<file path="src/rtl/seq_scan_arbiter.sv">
// Four requesters share one serial "101" detector. The winner of a round-robin
// grant has its byte scanned MSB first; overlapping matches are counted
// (saturating at 3) and a one-cycle done pulse closes the job.
module seq_scan_arbiter (
    input  logic        clk,
    input  logic        reset,
    input  logic [3:0]  req,
    input  logic [31:0] din,
    output logic [3:0]  gnt,
    output logic        busy,
    output logic        sbit,
    output logic        match,
    output logic        done,
    output logic [1:0]  count,
    output logic [1:0]  owner
);

    typedef enum logic [1:0] {
        StIdle,
        StShift,
        StDone
    } state_e;

    typedef enum logic [1:0] {
        DetS0,
        DetS1,
        DetS10
    } det_e;

    state_e      state_q, state_d;
    det_e        det_q, det_d;
    logic [7:0]  sreg_q, sreg_d;
    logic [2:0]  bitcnt_q, bitcnt_d;
    logic [3:0]  gnt_q, gnt_d;
    logic        match_q, match_d;
    logic [1:0]  count_q, count_d;
    logic [1:0]  owner_q, owner_d;
    logic [1:0]  last_q, last_d;

    logic        win_valid;
    logic [1:0]  win_idx;
    logic [1:0]  cand;
    logic [7:0]  win_byte;
    logic        hit;

    // Round-robin pick: search last+1, last+2, last+3, last.
    always_comb begin
        win_valid = 1'b0;
        win_idx   = last_q;
        cand      = last_q;
        for (int k = 1; k <= 4; k++) begin
            cand = last_q + 2'(k);
            if (!win_valid && req[cand]) begin
                win_valid = 1'b1;
                win_idx   = cand;
            end
        end
    end

    // Byte lane of the winning requester.
    always_comb begin
        unique case (win_idx)
            2'd0:    win_byte = din[7:0];
            2'd1:    win_byte = din[15:8];
            2'd2:    win_byte = din[23:16];
            default: win_byte = din[31:24];
        endcase
    end

    // Controller and detector next-state logic.
    always_comb begin
        state_d  = state_q;
        det_d    = det_q;
        sreg_d   = sreg_q;
        bitcnt_d = bitcnt_q;
        gnt_d    = gnt_q;
        match_d  = 1'b0;
        count_d  = count_q;
        owner_d  = owner_q;
        last_d   = last_q;
        hit      = 1'b0;

        unique case (state_q)
            StIdle: begin
                if (win_valid) begin
                    gnt_d    = 4'(1) << win_idx;
                    owner_d  = win_idx;
                    last_d   = win_idx;
                    sreg_d   = win_byte;
                    bitcnt_d = 3'd0;
                    count_d  = 2'd0;
                    det_d    = DetS0;
                    state_d  = StShift;
                end
            end
            StShift: begin
                // Mealy detector consumes the bit currently on sbit.
                unique case (det_q)
                    DetS0:   det_d = sreg_q[7] ? DetS1 : DetS0;
                    DetS1:   det_d = sreg_q[7] ? DetS1 : DetS10;
                    DetS10: begin
                        det_d = sreg_q[7] ? DetS1 : DetS0;
                        hit   = sreg_q[7];
                    end
                    default: det_d = DetS0;
                endcase
                match_d = hit;
                if (hit && count_q != 2'd3) begin
                    count_d = count_q + 2'd1;
                end
                sreg_d   = {sreg_q[6:0], 1'b0};
                bitcnt_d = bitcnt_q + 3'd1;
                if (bitcnt_q == 3'd7) begin
                    state_d = StDone;
                end
            end
            StDone: begin
                gnt_d   = 4'd0;
                state_d = StIdle;
            end
            default: begin
                gnt_d   = 4'd0;
                state_d = StIdle;
            end
        endcase
    end

    // State registers; reset leaves requester 0 with first priority.
    always_ff @(posedge clk or posedge reset) begin
        if (reset) begin
            state_q  <= StIdle;
            det_q    <= DetS0;
            sreg_q   <= 8'd0;
            bitcnt_q <= 3'd0;
            gnt_q    <= 4'd0;
            match_q  <= 1'b0;
            count_q  <= 2'd0;
            owner_q  <= 2'd0;
            last_q   <= 2'd3;
        end else begin
            state_q  <= state_d;
            det_q    <= det_d;
            sreg_q   <= sreg_d;
            bitcnt_q <= bitcnt_d;
            gnt_q    <= gnt_d;
            match_q  <= match_d;
            count_q  <= count_d;
            owner_q  <= owner_d;
            last_q   <= last_d;
        end
    end

    // Outputs decoded from registered state.
    always_comb begin
        gnt   = gnt_q;
        busy  = (state_q != StIdle);
        sbit  = (state_q == StShift) & sreg_q[7];
        match = match_q;
        done  = (state_q == StDone);
        count = count_q;
        owner = owner_q;
    end

endmodule

</file>
<file path="config.mk">
export PLATFORM = sky130hd
export DESIGN_NAME = seq_scan_arbiter
export DESIGN_NICKNAME = d
export VERILOG_FILES = /design/src/rtl/seq_scan_arbiter.sv
export SDC_FILE = /design/constraint.sdc
export NUM_CORES = 1
export LEC_CHECK = 0
export ABC_AREA = 1
export ABC_CLOCK_PERIOD_IN_PS = 2150
export CORE_MARGIN = 3
export CORE_UTILIZATION = 48
export DETAILED_ROUTE_END_ITERATION = 16
export GPL_TIMING_DRIVEN = 1
export PLACE_DENSITY_LB_ADDON = 0.12
export SLEW_MARGIN = 30
export SYNTH_ARGS = -nofsm -noshare
export SYNTH_HDL_FRONTEND = slang
export SYNTH_SLANG_ARGS = --single-unit
</file>
<file path="constraint.sdc">
create_clock -name clk -period 2.15 [get_ports clk]
set_clock_uncertainty 0.15 [all_clocks]
set_input_delay 0.43 -clock clk [delete_from_list [all_inputs] [get_ports clk]]
set_output_delay 0.43 -clock clk [all_outputs]
set_load 0.01 [all_outputs]
</file>
==> flow_metrics.py <==
metrics = {
    "layout": {
        "seqCellArea_um2": 653.1,
        "layout.cells.most_common_list": "nand2_1, clkdlybuf4s50_1, inv_1, nand3_1, buf_4",
        "num_antenna_cells": 0,
        "final.fill_count": 251,
        "area_growth_pct": 51.80,
        "multi_input_comb_area_um2": 1055,
        "fin_nets": 362,
        "final_cells": 366,
        "drive_above_1_share_pct": 22.50,
        "final_area_um2": 2746,
        "layout_commonest_cell": "nand2_1",
    },
    "outcome": {
        "violations": "negative setup slack",
        "status": "finished with violations",
    },
    "critical_path": {
        "crit_required_ns": 2.16,
        "endpoint_kind": "register",
        "setup.worst_path.class": "reg2reg",
        "cp_max_fo": 5,
        "arrival_ns": 2.21,
        "cp-start-kind": "register",
    },
    "timing": {
        "final.period_utilization_pct": 102.4,
        "whs_ns": 0.3349,
        "setup_ws_ns": -0.05073,
        "worstMarginPinSlew_ns": 0.3279,
        "max_freq_mhz": 454.4,
        "finalSetupViolCount": 11,
        "period_minus_slack_ns": 2.201,
        "slew_violations": 0,
        "rsz0062_at_grt": "yes",
        "hold_violations": 0,
        "relSlewSlack_pct": 78.14,
    },
    "clock_network": {
        "tritoncts": "built",
        "ctsHoldBuffers": 0,
        "root_buffer": "clkbuf_8",
        "h-tree-depth": 1,
        "insertion_delay_ns": 0.27,
        "path_clk_slew_ns": 0.09,
        "clock-sinks": 26,
        "clk_path_buf_depth": 2,
        "numCtsBuffers": 3,
    },
    "pwr": {
        "p_switching_w": 0.002470,
        "internal-power_w": 0.002703,
        "vdd_drop_max_v": 0.0009192,
        "power.total_w": 0.005173,
        "p_comb_share_pct": 76.0,
        "power.density_nw_per_um2": 1883,
        "pwr-share-clk_pct": 7.7,
        "p_leak_nw": 1.363,
        "pwr-share-seq_pct": 16.3,
        "swShare_pct": 47.75,
    },
    "global_route": {
        "grt_usage_pct": 21.21,
        "antenna_found_initial": 0,
        "grt_pass1_vias": 1758,
        "grt_pass1_wl_um": 7389,
        "grt_max_degree": 27,
        "grt_overflow": 0,
    },
    "synth": {
        "syn_inst": 244,
        "synth_seq_cells": 26,
        "syn_area_um2": 1809,
        "ys_seq_area_share_pct": 36.10,
        "netlist.area_leader.share_pct": 33.20,
        "synth_area_leader_cell": "dfrtp_1",
        "synth.distinct_cells": 28,
        "synth_area_leaders": "dfrtp_1, nand2_1, nand3_1",
        "syn_area_per_cell_um2": 7.415,
        "yosysWarnings": 0,
        "synth_nets": 285,
    },
    "detailed_routing": {
        "drtAntennaViolNets": 0,
        "avgRoutedWirePerCell_um": 13.14,
        "drc": 0,
        "viasPerCell": 5.071,
        "firstDrtPassIters": 4,
        "dr_total_vias": 1856,
        "first_iter_violations": 142,
        "routed_wirelength_um": 4811,
    },
    "placement": {
        "place_area_um2": 2437,
        "gp_congestion": 0.8636,
        "portBuffers": 49,
        "dp_hpwl_um": 3221,
        "dp.cells": 351,
    },
    "die": {
        "fp.dieH_um": 67.40,
        "die_x_um": 67.40,
        "initial_core_util_pct": 52.16,
        "rows": 21,
        "io_pins": 50,
        "die_area_um2": 4542,
        "core-area_um2": 3468,
    },
    "flow_run": {
        "cap_violations": 0,
    },
    "min_path": {
        "hold_class": "reg2reg",
    },
}
[synthesized netlist by cell type]
cell and number:
a21oi_1 3, a22o_1 3, buf_6 7, clkbuf_1 1
dfrtp_1 24, dfstp_2 2, ha_1 3, inv_1 38
inv_2 3, inv_6 1, nand2_1 67, nand2_2 5
nand2_4 7, nand3_1 30, nand3_2 1, nand3b_1 9
nand4_1 1, nand4_2 1, nor2_1 8, nor2_4 1
nor2_8 1, nor3_1 2, o21a_1 1, o21ai_0 10
o21ai_1 5, o21ai_2 2, o22ai_1 6, o31ai_1 2
[stage by stage]
stage          util [%]  setup TNS [ns]  setup slack (ns)
4_1_cts           74.82               0          0.002210
3_5_place_dp      70.27          -5.772           -0.3135
3_3_place_gp      70.27          -4.782           -0.2782
5_1_grt           79.18          -2.598           -0.2167
6_report          79.18         -0.2526          -0.05073
2_1_floorplan         -               0            0.1604
[final cells by class]
cell class,count,share of cell area [%]
Inverter,42,6.014
Sequential cell,26,23.78
Tap cell,46,2.096
Clock inverter,1,1.093
Multi-Input combinational cell,170,38.41
Timing Repair Buffer,78,27.11
Clock buffer,3,1.503
[layer usage]
layer	GRT usage [%]	part of all wire [%]	up-vias
li1	-	-	944
met1	25.74	43	834
met2	38.53	50	70
met3	5.158	6.0	8
met4	3.291	1.3	0
met5	0	0	-
[kinds of logic after synthesis]
logic type / after synthesis / synth area share [%]
and+or+nand+nor: 133 / 37.55
buffers and inverters: 50 / 13.55
AOI/OAI and AO/OA: 32 / 10.72
DFF: 26 / 36.10
adders and majority gates: 3 / 2.075
[worst max-delay path: stages (launching register included)]
cell and delay, ns:
dfstp_2 0.61, buf_4 0.14, nand2_1 0.07, nand3_1 0.14
nand2_2 0.11, nor2_8 0.15, nand2_4 0.08, nand2_2 0.09
nand2_4 0.09, clkbuf_16 0.17, o21ai_2 0.10, nand3_1 0.08
nand2_1 0.07, nand2_1 0.05
[power groups by stage]
stage / Sequential [W] / Combinational (W) / Clock [W]
floorplan: 0.000839 / 0.00226 / 0
global placement: 0.000848 / 0.00304 / 0
detailed placement: 0.000852 / 0.00312 / 0
CTS: 0.000839 / 0.00343 / 0.000404
global route: 0.000862 / 0.00432 / 0.000423
finish: 0.000841 / 0.00393 / 0.000399
[sequential cells by signal, summed over array words and instances (netlist names)]
signal    count
last_q        2
count         2
owner         2
det_q         2
match         1
gnt           4
bitcnt_q      3
state_q       2
sreg_q        8
[what timing repair did]
action                     4_1_cts  5_1_grt
buffers inserted                 2        5
resized for setup               16       21
setup endpoints to repair       20       23
pin swaps                        4        6
cloned                           2        2
[path summary, 6_finish.rpt]
path	slack, ns	cells past startpoint	end	from
min in group asynchronous	0.37	3	count[0]	reset
setup / recovery	-0.05	13	sreg_q[0]	last_q[0]
setup reg to reg	-0.05	13	sreg_q[0]	last_q[0]
max in group asynchronous	1.19	3	last_q[1]	reset
hold reg to reg	0.33	1	bitcnt_q[0]	bitcnt_q[0]
hold / removal	0.33	1	bitcnt_q[0]	bitcnt_q[0]
Note: power is estimated with default switching activity, not from simulation.
